File: config.mk
export PLATFORM = sky130hd
export DESIGN_NAME = regfile_dump_reader
export DESIGN_NICKNAME = d
export VERILOG_FILES = /design/src/rtl/rf_dbg_pkg.sv /design/src/rtl/regfile_dump_reader.sv
export SDC_FILE = /design/constraint.sdc
export NUM_CORES = 1
export LEC_CHECK = 0
export ABC_AREA = 0
export CORE_UTILIZATION = 42
export DETAILED_ROUTE_END_ITERATION = 16
export GPL_TIMING_DRIVEN = 0
export PLACE_DENSITY = 0.81
export SYNTH_ARGS = -nofsm -noshare
export SYNTH_HDL_FRONTEND = slang
export SYNTH_SLANG_ARGS = --single-unit
File: constraint.sdc
create_clock -name clk -period 2.04 [get_ports clk]
set_clock_uncertainty 0.2 [all_clocks]
set_input_delay 0.204 -clock clk [delete_from_list [all_inputs] [get_ports clk]]
set_output_delay 0.204 -clock clk [all_outputs]
set_load 0.005 [all_outputs]
File: src/rtl/rf_dbg_pkg.sv
// Shared definitions for the register-file debug dump path.
// Holds the dump FSM state encoding, the default register-file geometry
// that the core's register file and controller also use, and the start/end
// indices of a dump for the default geometry.
package rf_dbg_pkg;

  // Default register-file geometry, shared with the register file and controller.
  localparam int REG_ADDR_W   = 5;
  localparam int REG_DATA_W   = 32;
  localparam int DEF_NUM_REGS = 32;

  // First and last dumped index for the default geometry with x0 included.
  localparam int FIRST = 0;
  localparam int LAST  = DEF_NUM_REGS - 1;

  typedef enum logic [1:0] {
    IDLE = 2'd0,
    REQ  = 2'd1,
    SEND = 2'd2,
    DONE = 2'd3
  } dump_state_t;

  // x0 is hardwired to zero, so a dump may start at index 1 instead.
  function automatic int first_index(input int skip_x0);
    return (skip_x0 != 0) ? 1 : 0;
  endfunction

endpackage

File: src/rtl/regfile_dump_reader.sv
// Sequential register-file dump reader.
// Walks the register file one index at a time through the core's shared read
// port. Each word is requested with a req/gnt handshake and then streamed out
// over valid/ready, so the core keeps using the port between words.
//
// Ports:
//   clk, rst_n          clock (rising edge), asynchronous active-low reset
//   start, abort        begin a dump (IDLE only), synchronous abort (any state)
//   busy, done          activity flag, one-cycle completion pulse
//   rf_req, rf_gnt      read-port request and grant from the core controller
//   rf_addr, rf_rdata   read address to A1, combinational data from RD1
//   out_valid/ready     output handshake
//   out_idx, out_data   register index and value of the current word
//   out_last            marks the final word of a dump
module regfile_dump_reader
  import rf_dbg_pkg::*;
#(
  parameter int NUM_REGS = DEF_NUM_REGS,
  parameter int ADDR_W   = REG_ADDR_W,
  parameter int DATA_W   = REG_DATA_W,
  parameter int SKIP_X0  = 0
) (
  input  logic              clk,
  input  logic              rst_n,
  input  logic              start,
  input  logic              abort,
  output logic              busy,
  output logic              done,
  output logic              rf_req,
  input  logic              rf_gnt,
  output logic [ADDR_W-1:0] rf_addr,
  input  logic [DATA_W-1:0] rf_rdata,
  output logic              out_valid,
  input  logic              out_ready,
  output logic [ADDR_W-1:0] out_idx,
  output logic [DATA_W-1:0] out_data,
  output logic              out_last
);

  // ADDR_W must cover NUM_REGS, so LAST_IDX fits and idx+1 never wraps.
  localparam logic [ADDR_W-1:0] FIRST_IDX = ADDR_W'(first_index(SKIP_X0));
  localparam logic [ADDR_W-1:0] LAST_IDX  = ADDR_W'(NUM_REGS - 1);

  dump_state_t       state;
  dump_state_t       state_next;
  logic [ADDR_W-1:0] idx;
  logic              at_last;

  assign at_last = (idx == LAST_IDX);

  // State register; abort overrides every transition, including start in IDLE.
  always_ff @(posedge clk or negedge rst_n) begin
    if (!rst_n) begin
      state <= IDLE;
    end else if (abort) begin
      state <= IDLE;
    end else begin
      state <= state_next;
    end
  end

  // Next-state logic and the state-decoded outputs.
  // rf_addr is forced to zero outside REQ so the controller's A1 mux sees a
  // quiet value whenever the reader does not own the port.
  always_comb begin
    state_next = state;
    busy       = 1'b1;
    done       = 1'b0;
    rf_req     = 1'b0;
    rf_addr    = '0;
    out_valid  = 1'b0;
    unique case (state)
      IDLE: begin
        busy = 1'b0;
        if (start) begin
          state_next = REQ;
        end
      end
      REQ: begin
        rf_req  = 1'b1;
        rf_addr = idx;
        if (rf_gnt) begin
          state_next = SEND;
        end
      end
      SEND: begin
        out_valid = 1'b1;
        if (out_ready) begin
          state_next = at_last ? DONE : REQ;
        end
      end
      DONE: begin
        done       = 1'b1;
        state_next = IDLE;
      end
      default: begin
        state_next = IDLE;
      end
    endcase
  end

  // Index counter and captured output word.
  // The word is captured on the grant edge and held untouched through SEND,
  // which keeps out_idx/out_data/out_last stable under backpressure without a
  // separate skid register. Abort clears everything back to reset values.
  always_ff @(posedge clk or negedge rst_n) begin
    if (!rst_n) begin
      idx      <= '0;
      out_idx  <= '0;
      out_data <= '0;
      out_last <= 1'b0;
    end else if (abort) begin
      idx      <= '0;
      out_idx  <= '0;
      out_data <= '0;
      out_last <= 1'b0;
    end else begin
      unique case (state)
        IDLE: begin
          if (start) begin
            idx <= FIRST_IDX;
          end
        end
        REQ: begin
          if (rf_gnt) begin
            out_idx  <= idx;
            out_data <= rf_rdata;
            out_last <= at_last;
          end
        end
        SEND: begin
          if (out_ready && !at_last) begin
            idx <= idx + 1'b1;
          end
        end
        default: begin
        end
      endcase
    end
  end

endmodule

==> results <==
## path summary, 6_finish.rpt
path,from,to,slack (ns),depth (start not counted)
worst max-delay path,state[0],rf_addr[1],0.05,3
worst min-delay path,abort,idx[2],0.14,2
worst max register to register,idx[0],idx[2],0.08,6
worst min register to register,out_data[2],out_data[2],0.32,2
max in group asynchronous,rst_n,out_data[15],1.01,3
min in group asynchronous,rst_n,idx[1],0.15,2
## timing repair
action	in CTS	in global routing
setup buffers	2	5
setup endpoints to repair	6	10
resized for setup	4	4
hold buffers	1	0
endpoints found under the hold margin	45	0
## critical path, stage by stage, from the launching register on
cell	delay [ns]
dfrtp_2	0.43
nor2b_4	0.23
and2_1	0.15
clkdlybuf4s50_1	0.49
## layout by cell type (no fill, tap or decap), drive strengths merged, types with 2 or more instances in the layout
| cell type | n |
|---|---|
| buf | 16 |
| and2 | 6 |
| dlymetal6s2s | 3 |
| nand3 | 2 |
| inv | 3 |
| ha | 2 |
| nand2b | 2 |
| clkbuf | 13 |
| a22o | 3 |
| clkdlybuf4s50 | 79 |
| a21oi | 39 |
| nand2 | 76 |
| dfrtp | 45 |
| nor2 | 3 |
| nand3b | 2 |
## metal layers
layer	GRT usage [%]	vias to the layer above	wire length, µm
met3	3.61	5	214
met5	0	-	0
met4	8.89	0	64
li1	-	884	-
met1	25.8	846	2210
met2	37.6	56	2520
## state kept, by name, summed over array words and instances (netlist names)
register  cells
state         2
out_idx       5
out_data     32
idx           5
out_last      1
## where the power goes
group | total [mW] | internal, mW | switching, mW
combinational | 0.277 | 0.158 | 0.119
sequential | 0.935 | 0.918 | 0.0170
clock | 0.599 | 0.306 | 0.292
total | 1.81 | 1.38 | 0.428
## cell families (layout without fill, tap and decap cells)
group                      after synthesis  after routing
and+or+nand+nor                         98             98
AOI/OAI and AO/OA                       46             46
DFF                                     45             45
buffers and inverters                   17            116
adders and majority gates                2              2
muxes                                    2              2
xor gates and xnor gates                 1              1
## layout make-up
type | count | area (µm²) | area share [%]
Clock buffer | 7 | 96.3 | 3.17
Tap cell | 52 | 65.1 | 2.14
Multi-Input combinational cell | 149 | 744 | 24.5
Inverter | 3 | 11.3 | 0.370
Clock inverter | 1 | 5.00 | 0.165
Sequential cell | 45 | 1130 | 37.1
Buffer | 13 | 73.8 | 2.43
Timing Repair Buffer | 92 | 916 | 30.1
## through the flow
step | cell area, µm² | TNS [ns] | hold slack (ns) | instances | setup slack, ns
after floorplan | 1950 | 0 | -0.292 | 211 | 0.181
after global placement | 2840 | -28.77 | 0.308 | 346 | -0.641
after detailed placement | 2860 | 0 | -0.0562 | 347 | 0.0176
after CTS | 2990 | 0 | 0.122 | 357 | 0.000298
after global routing | 3040 | 0 | 0.127 | 362 | 0.000227
final | 3040 | 0 | 0.136 | 362 | 0.0518
## synthesized netlist by cell type, types with 2 or more instances
cell | count | area [µm²]
nand2_1 | 76 | 285
nor2_1 | 3 | 11.3
nand3_1 | 2 | 10.0
ha_1 | 2 | 25.0
and2_1 | 6 | 37.5
buf_4 | 4 | 30.0
a21oi_1 | 39 | 195
clkbuf_1 | 6 | 22.5
inv_1 | 2 | 7.51
dfrtp_1 | 45 | 1130
buf_2 | 3 | 15.0
nand3b_1 | 2 | 15.0
a22o_1 | 3 | 26.3
==> impl_metrics.yaml <==
clock_network:
  cts_buffer_depth: 2
  cts-root-buf: "clkbuf_8"
  cts_made_buffers: 5
  tritoncts: "yes"
  clock-sinks: 45
  clkTransAtPathRegs_ns: 0.08
  htreeDepth: 2
  clk_latency_ns: 0.29
timing:
  fin_crit_sh_pct: 97.5
  final-hold-violation-count: 0
  setup_violations: 0
  worst_pin_slew_ns: 0.511
  rsz0062_at_grt: "false"
  fmax_mhz: 503
  timing.slew.headroom_pct: 66.0
  period_needed_ns: 1.99
  slew_violations: 0
synthesis:
  synth-edff-count: 0
  synthArstFlopShare_pct: 100
  synth_fa_ha_area_share_pct: 1.28
  syn_area_um2: 1950
  synthDistinctLibCells: 31
  synth-compound-area-share_pct: 13.2
  muxShareOfSynthArea_pct: 1.09
  synth_flop_cell: "dfrtp_1"
  synth_nets: 251
  ys_ff_latch: 45
  synth_top_family_by_area: "simple AND/OR/NAND/NOR gates"
  synth_warnings: 0
  avgSynthCellArea_um2: 9.23
  syn_inst: 211
  ys_seq_area_share_pct: 57.8
  synthSimpleGateAreaFrac_pct: 21.6
  synth-xor-area-share_pct: 0.450
placement:
  gp_congestion: 0.814
  portBuffers: 83
  dp_hpwl_um: 3490
route:
  routedWlPerCell_um: 13.8
  viasPerCell: 4.95
  drt_iter0_drc: 131
  antenna_left: 0
  drc: 0
  wl_um: 5010
  dr.pass1.iters: 4
  vias: 1791
die:
  die_x_um: 70.1
  die_h_um: 70.1
  coreArea_um2: 4410
  dieArea_um2: 4910
  initial_core_util_pct: 44.1
  pin_count: 85
  rows: 24
global_routing:
  grt-ovfl-total: 0
  grt_pass1_wl_um: 8220
  grt_use_total_pct: 21.4
  grt_pass1_vias: 1831
  antenna_found_initial: 0
  grt_max_degree: 32
run_status:
  status: "complete, no violations"
pwr:
  ir_drop_mv: 0.424
  power.leakage_nw: 1.34
  powerDensity_nw_per_um2: 595
  total_power_mw: 1.81
cells_and_area:
  fillers: 352
  utilization_pct: 68.9
  area_growth_pct: 56.1
  diodes: 0
  drive_gt1_share_pct: 10.3
  nets: 349
critical_path:
  worstPathMaxFanout: 8
  worstPathRequired_ns: 1.64
  crit_path_end_kind: "primary output"
  crit_type: "reg2out"
  crit_arrival_ns: 1.58
  start_kind: "flop"
flow_run:
  maxCapViolations: 0
min_path:
  min_path_type: "in2reg"
No activity file was read; power rests on OpenSTA's default activity.
